--- src/rtl/czintc_pkg.sv ---
// Shared types and constants for the czintc interrupt controller.
// Width helpers keep the port declarations of every czintc file consistent.
package czintc_pkg;

    typedef enum logic [1:0] {
        ST_IDLE = 2'd0,
        ST_REQ  = 2'd1,
        ST_GAP  = 2'd2
    } state_t;

    localparam logic [1:0] CFG_MASK    = 2'd0;
    localparam logic [1:0] CFG_MODE    = 2'd1;
    localparam logic [1:0] CFG_PENDCLR = 2'd2;
    localparam logic [1:0] CFG_PENDSET = 2'd3;

    function automatic int id_width(input int n_irq);
        return (n_irq > 1) ? $clog2(n_irq) : 1;
    endfunction

    function automatic int depth_width(input int nest_depth);
        return $clog2(nest_depth + 1);
    endfunction

endpackage

--- src/rtl/czintc_prio.sv ---
// Threshold priority encoder: lowest-index requesting channel strictly below cur.
// cur equal to N_IRQ lets every channel through.
module czintc_prio
    import czintc_pkg::*;
#(
    parameter int N_IRQ = 8
) (
    input  logic [N_IRQ-1:0]           req,
    input  logic [$clog2(N_IRQ+1)-1:0] cur,
    output logic                       vld,
    output logic [id_width(N_IRQ)-1:0] id
);

    localparam int IDW = id_width(N_IRQ);
    localparam int CW  = $clog2(N_IRQ + 1);

    // Scan from the top so the lowest eligible index is the last one written.
    always_comb begin
        vld = 1'b0;
        id  = '0;
        for (int i = N_IRQ - 1; i >= 0; i--) begin
            if (req[i] && (CW'(i) < cur)) begin
                vld = 1'b1;
                id  = IDW'(i);
            end
        end
    end

endmodule

--- src/rtl/czintc.sv ---
// czintc: N-channel prioritised interrupt controller with a bounded nesting stack.
// Presents one vectored request to the core, handshaked by INTACK and unwound by RETURNI.
module czintc
    import czintc_pkg::*;
#(
    parameter int N_IRQ      = 8,
    parameter int PC_WIDTH   = 10,
    parameter int NEST_DEPTH = 4,
    parameter int VEC_BASE   = 2
) (
    input  logic                               CLK,
    input  logic                               xRESETN_P,
    input  logic [N_IRQ-1:0]                   xIRQ_P,
    input  logic                               xENABLE_P,
    input  logic                               xDISABLE_P,
    input  logic                               xINTACK_P,
    input  logic                               xRETI_P,
    input  logic                               xCFGWE_P,
    input  logic [1:0]                         xCFGA_P,
    input  logic [N_IRQ-1:0]                   xCFGD_P,
    output logic                               xINTREQ_P,
    output logic [PC_WIDTH-1:0]                xVEC_P,
    output logic [id_width(N_IRQ)-1:0]         xID_P,
    output logic [depth_width(NEST_DEPTH)-1:0] xNEST_P,
    output logic                               xGIE_P,
    output logic [N_IRQ-1:0]                   xPEND_P
);

    localparam int IDW = id_width(N_IRQ);
    localparam int DW  = depth_width(NEST_DEPTH);
    localparam int CW  = $clog2(N_IRQ + 1);

    logic [N_IRQ-1:0] s1, s2;
    logic [N_IRQ-1:0] mask, mode;
    logic [N_IRQ-1:0] pend, sw;
    logic [N_IRQ-1:0] pend_n, sw_n;
    logic [N_IRQ-1:0] edge_det, ack_clr, cfg_clr, cfg_set;

    state_t           state, state_n;
    logic [IDW-1:0]   stk_id  [NEST_DEPTH];
    logic             stk_gie [NEST_DEPTH];
    logic [DW-1:0]    depth;
    logic             gie;
    logic [IDW-1:0]   req_id;
    logic             intreq;
    logic [PC_WIDTH-1:0] vec;

    logic [CW-1:0]    cur;
    logic             top_gie;
    logic             win_vld;
    logic [IDW-1:0]   win_id;
    logic             raise, ack_fire, pop_fire;

    // Top of the in-service stack sets the preemption threshold.
    always_comb begin
        cur     = CW'(N_IRQ);
        top_gie = 1'b0;
        for (int i = 0; i < NEST_DEPTH; i++) begin
            if (DW'(i + 1) == depth) begin
                cur     = CW'(stk_id[i]);
                top_gie = stk_gie[i];
            end
        end
    end

    czintc_prio #(
        .N_IRQ (N_IRQ)
    ) u_prio (
        .req (pend & mask),
        .cur (cur),
        .vld (win_vld),
        .id  (win_id)
    );

    assign raise = gie && (depth < DW'(NEST_DEPTH)) && win_vld;

    always_comb begin
        state_n  = state;
        ack_fire = 1'b0;
        case (state)
            ST_IDLE: if (raise) state_n = ST_REQ;
            ST_REQ: begin
                if (xDISABLE_P) begin
                    state_n = ST_IDLE;
                end else if (xINTACK_P) begin
                    state_n  = ST_GAP;
                    ack_fire = 1'b1;
                end
            end
            ST_GAP:  state_n = ST_IDLE;
            default: state_n = ST_IDLE;
        endcase
    end

    assign pop_fire = xRETI_P && !ack_fire && (depth != '0);

    // Pending: edge channels latch with set beating clear; level channels follow s1 or the sticky software bit.
    always_comb begin
        edge_det = s1 & ~s2;
        ack_clr  = ack_fire ? (N_IRQ'(1) << req_id) : '0;
        cfg_clr  = (xCFGWE_P && (xCFGA_P == CFG_PENDCLR)) ? xCFGD_P : '0;
        cfg_set  = (xCFGWE_P && (xCFGA_P == CFG_PENDSET)) ? xCFGD_P : '0;
        sw_n     = (sw & ~ack_clr & ~cfg_clr) | cfg_set;
        pend_n   = (mode & ((pend & ~ack_clr & ~cfg_clr) | edge_det | cfg_set))
                 | (~mode & (s1 | sw_n));
    end

    always_ff @(posedge CLK) begin
        if (!xRESETN_P) begin
            s1     <= '0;
            s2     <= '0;
            mask   <= '0;
            mode   <= '0;
            pend   <= '0;
            sw     <= '0;
            state  <= ST_IDLE;
            depth  <= '0;
            gie    <= 1'b0;
            req_id <= '0;
            intreq <= 1'b0;
            vec    <= '0;
            for (int i = 0; i < NEST_DEPTH; i++) begin
                stk_id[i]  <= '0;
                stk_gie[i] <= 1'b0;
            end
        end else begin
            s1    <= xIRQ_P;
            s2    <= s1;
            pend  <= pend_n;
            sw    <= sw_n;
            state <= state_n;
            if (xCFGWE_P && (xCFGA_P == CFG_MASK)) mask <= xCFGD_P;
            if (xCFGWE_P && (xCFGA_P == CFG_MODE)) mode <= xCFGD_P;

            if ((state == ST_IDLE) && raise) begin
                req_id <= win_id;
                vec    <= PC_WIDTH'(VEC_BASE) + PC_WIDTH'(win_id);
            end
            intreq <= (state_n == ST_REQ);

            if (ack_fire)        gie <= 1'b0;
            else if (xDISABLE_P) gie <= 1'b0;
            else if (xENABLE_P)  gie <= 1'b1;
            else if (pop_fire)   gie <= top_gie;

            if (ack_fire) begin
                for (int i = 0; i < NEST_DEPTH; i++) begin
                    if (DW'(i) == depth) begin
                        stk_id[i]  <= req_id;
                        stk_gie[i] <= gie;
                    end
                end
                depth <= depth + DW'(1);
            end else if (pop_fire) begin
                depth <= depth - DW'(1);
            end
        end
    end

    assign xINTREQ_P = intreq;
    assign xVEC_P    = vec;
    assign xID_P     = req_id;
    assign xNEST_P   = depth;
    assign xGIE_P    = gie;
    assign xPEND_P   = pend;

endmodule

--- config.mk ---
export PLATFORM = sky130hd
export DESIGN_NAME = czintc
export DESIGN_NICKNAME = d
export VERILOG_FILES = /design/src/rtl/czintc_pkg.sv /design/src/rtl/czintc_prio.sv /design/src/rtl/czintc.sv
export SDC_FILE = /design/constraint.sdc
export NUM_CORES = 1
export LEC_CHECK = 0
export BUFFER_PORTS_ARGS = -buffer_cell sky130_fd_sc_hd__buf_4
export CORE_MARGIN = 10
export CORE_UTILIZATION = 51
export DETAILED_ROUTE_END_ITERATION = 7
export HOLD_SLACK_MARGIN = 0.03
export PLACE_DENSITY_LB_ADDON = 0.1
export SYNTH_ARGS = -nofsm -noshare
export SYNTH_HDL_FRONTEND = slang
export SYNTH_SLANG_ARGS = --single-unit
--- constraint.sdc ---
create_clock -name CLK -period 2.55 [get_ports CLK]
set_clock_uncertainty 0.2 [all_clocks]
set_input_delay 0.1275 -clock CLK [delete_from_list [all_inputs] [get_ports CLK]]
set_output_delay 0.1275 -clock CLK [all_outputs]
set_load 0.1 [all_outputs]
==> results.tsv <==
stage	metric	value	unit
clock_tree	cts_buffers	9	
worst_setup_path	crit_chain	ha_4 -> ha_4 -> nor4bb_1 -> a211o_1 -> nand4_1 -> o32a_4 -> o21ai_2 -> and2_4 -> ha_1 -> nand2_1 -> mux2i_1	
timing	worst_slew_pin_slew	637.1	ps
grt	grt_pass1_wl	15240	um
worst_setup_path	critPathKind	reg -> reg	
worst_setup_path	crit_family	compound AO/OA/AOI/OAI gates	
power_and_ir_drop	combPwrFrac	0.331	
final_layout	area_growth	33.68	%
logic_synthesis	syn_inst	375	
final_layout	final_layout_size_suffix_gt1_frac	0.2674	
clock_tree	htree_levels	3	
clock_tree	cts_sinks	77	
grt	grt_max_degree	37	
clock_tree	insertion_delay	360	ps
floorplanning	start_util	0.5243	
logic_synthesis	synth_top_cells_by_area	dfxtp_1, edfxtp_1, mux2i_1	
timing	rsz0062_at_grt	true	
logic_synthesis	netlist.area_leader.share	0.3597	
detailed_routing	wirelength	9144	um
power_and_ir_drop	p_total	0.003425	W
timing	fin_crit	2802	ps
timing	timing.final.hold_violations	0	
power_and_ir_drop	p_seq_frac	0.392	
logic_synthesis	ys_async_sr_fraction	0	
logic_synthesis	ys.flop_type	dfxtp_1	
logic_synthesis	syn_area_per_cell	9.499	um2
floorplanning	placementRows	30	
grt	grt-ovfl-total	0	
worst_setup_path	arrival	2840	ps
power_and_ir_drop	p_int	0.002254	W
place	gp_congestion	0.9222	
worst_setup_path	critPathSlowestCell	o32a_4	
hold_path	hp-class	in -> reg	
worst_setup_path	crit_required	2590	ps
grt	antenna_found_initial	0	
clock_tree	clk_pin_slew_worst_paths	80	ps
timing	fmaxAchievable	0.3569	GHz
detailed_routing	first_iter_violations	237	
floorplanning	ios	51	
timing	slew_headroom	0.5753	
floorplanning	die_x	103.6	um
detailed_routing	ant_nets	0	
logic_synthesis	synth-seq-cells	77	
logic_synthesis	yosysTopAreaCell	dfxtp_1	
detailed_routing	dr.pass1.iters	5	
power_and_ir_drop	peakVddDrop	0.4567	mV
detailed_routing	vias	3091	
final_layout	final_cell_mix	buf_4, dfxtp_1, nor2_1	
detailed_routing	drc_errors	0	
logic_synthesis	synth_area	3562	um2
logic_synthesis	synth_edf_count	13	
worst_setup_path	crit_buf_inv	0	
floorplanning	die-area	10730	um2
worst_setup_path	start_kind	flop	
worst_setup_path	max_stage_delay	400	ps
final_layout	n_antenna_cell	0	
run_status	status	finished with violations	
timing	setup_ws	-251.8	ps
worst_setup_path	end_kind	flop	
timing	slew_violations	0	
logic_synthesis	yosysSeqAreaShare	0.4693	
timing	period_share	1.099	
worst_setup_path	cp_common_cell	ha_4	
power_and_ir_drop	powerDensity	719.2	nW/um2
logic_synthesis	synth_cell_type_count	55	
grt	grt_usage	0.1705	
place	portBuffers	44	
timing	hold_ws	41.79	ps
clock_tree	cts_tree	yes	
final_layout	n_fill_cell	499	
place	dp_hpwl	6512	um
power_and_ir_drop	p_leak	1.986	nW
worst_setup_path	crit_path_max_fanout	8	
timing	setup_viol	8	
run_status	violations	setup timing	
power_and_ir_drop	clkPwrFrac	0.277	
run	max_cap_viol_count	0	
grt	grt_pass1_vias	3035	
floorplanning	core	6794	um2
floorplanning	die_y	103.6	um
power_and_ir_drop	p_sw	0.001170	W
final_layout	nets	502	
final_layout	final_common_cell	buf_4	
clock_tree	cts-root-buf	clkbuf_8	
detailed_routing	via_per_inst	5.413	
detailed_routing	wire_per_inst	16.01	um
clock_tree	clock_path_buffers	2	
logic_synthesis	ys_warn_count	0	
power_and_ir_drop	swShare	0.3417	
==> sequential cells by signal, indices dropped and copies added (netlist names) <==
signal / cells
xGIE_P: 1
xINTREQ_P: 1
state: 2
xVEC_P: 3
mask: 8
xNEST_P: 3
xPEND_P: 8
xID_P: 3
stk_gie: 4
s1: 8
stk_id: 12
sw: 8
mode: 8
s2: 8
==> through the flow <==
stage	cell area, um2	util	setup slack [ps]	cells	TNS (ps)
floorplan	3685	-	-340.4	380	-1760
global placement	4208	0.6193	-217.1	524	-1174
detailed placement	4208	0.6193	-272.2	524	-1512
CTS	4731	0.6963	-249.8	571	-1423
global route	4762	0.7009	-376.3	571	-2364
finish	4762	0.7009	-251.8	571	-1453
==> worst register-to-register path: stages (launching register included) <==
cell and delay, ps:
dfxtp_4 370, ha_4 160, ha_4 190, nor4bb_1 350, a211o_1 200, nand4_1 170
o32a_4 400, o21ai_2 150, and2_4 160, ha_1 220, nand2_1 60, mux2i_1 60
==> area by class of cell <==
class | count | area, um2 | area share
multi-input combinational | 268 | 1852 | 0.3889
clock inverter | 6 | 70.07 | 0.01471
sequential | 77 | 1683 | 0.3534
tap | 96 | 120.1 | 0.02522
inverter | 9 | 43.79 | 0.009196
clock buffer | 10 | 127.6 | 0.02680
timing repair buffer | 105 | 865.8 | 0.1818
==> synth_stat cells, types with 3 or more instances <==
cell type	number
nand2_1	43
dfxtp_1	64
a211o_1	3
mux2i_1	19
nand4_1	3
inv_1	8
a222oi_1	8
clkbuf_1	14
nand3_1	8
a32oi_1	8
nand3b_1	4
nor2_1	49
a22o_1	3
and2_1	27
nor2b_1	4
a22oi_1	10
edfxtp_1	13
ha_1	7
nor3_1	4
mux2_2	8
a21oi_1	10
and3_1	6
buf_4	8
o21ai_0	7
==> power groups by stage <==
stage / registers (W) / logic (W) / clock network, W
floorplan: 0.00155 / 0.000519 / 0
global placement: 0.00137 / 0.00101 / 0
detailed placement: 0.00137 / 0.00101 / 0
CTS: 0.00134 / 0.00109 / 0.000952
global route: 0.00135 / 0.00121 / 0.00101
finish: 0.00134 / 0.00113 / 0.000948
==> what timing repair did <==
| item | 4_1_cts | 5_1_grt |
|---|---|---|
| buffers inserted | 3 | 0 |
| pin swaps | 9 | 5 |
| endpoints found under the hold margin | 50 | 0 |
| hold buffers | 28 | 0 |
| endpoints found under the setup margin | 8 | 9 |
| gates resized for setup | 5 | 6 |
==> worst paths after layout <==
kind                            cells past startpoint                       to  slack [ps]                     from
worst max-delay path                               11   xVEC_P[2]$_SDFFE_PN0P_        -250  xNEST_P[1]$_SDFFE_PN0P_
worst min-delay path                                4  xNEST_P[1]$_SDFFE_PN0P_          40                  xRETI_P
worst max register to register                     11   xVEC_P[2]$_SDFFE_PN0P_        -250  xNEST_P[1]$_SDFFE_PN0P_
worst min register to register                      1         s2[2]$_SDFF_PN0_         260         s1[2]$_SDFF_PN0_
==> cells by family after synthesis <==
group	count (synthesis)	share of synthesized area
buf+inv	35	0.04953
simple gates	161	0.2262
other cells	1	0.001053
fa+ha+maj	7	0.02459
xor+xnor	2	0.004918
mux	27	0.07868
flops	77	0.4693
compound gates	65	0.1458
==> per-layer routing <==
layer / wire (um) / track usage / share of wire / vias to the layer above
met4: 167 / 0.06552 / 0.018 / 0
met3: 621 / 0.04399 / 0.068 / 19
met5: 0 / 0 / 0 / -
met2: 4159 / 0.2649 / 0.45 / 97
met1: 4195 / 0.2205 / 0.46 / 1458
li1: - / - / - / 1517
Power figures use the tool's default switching activity.
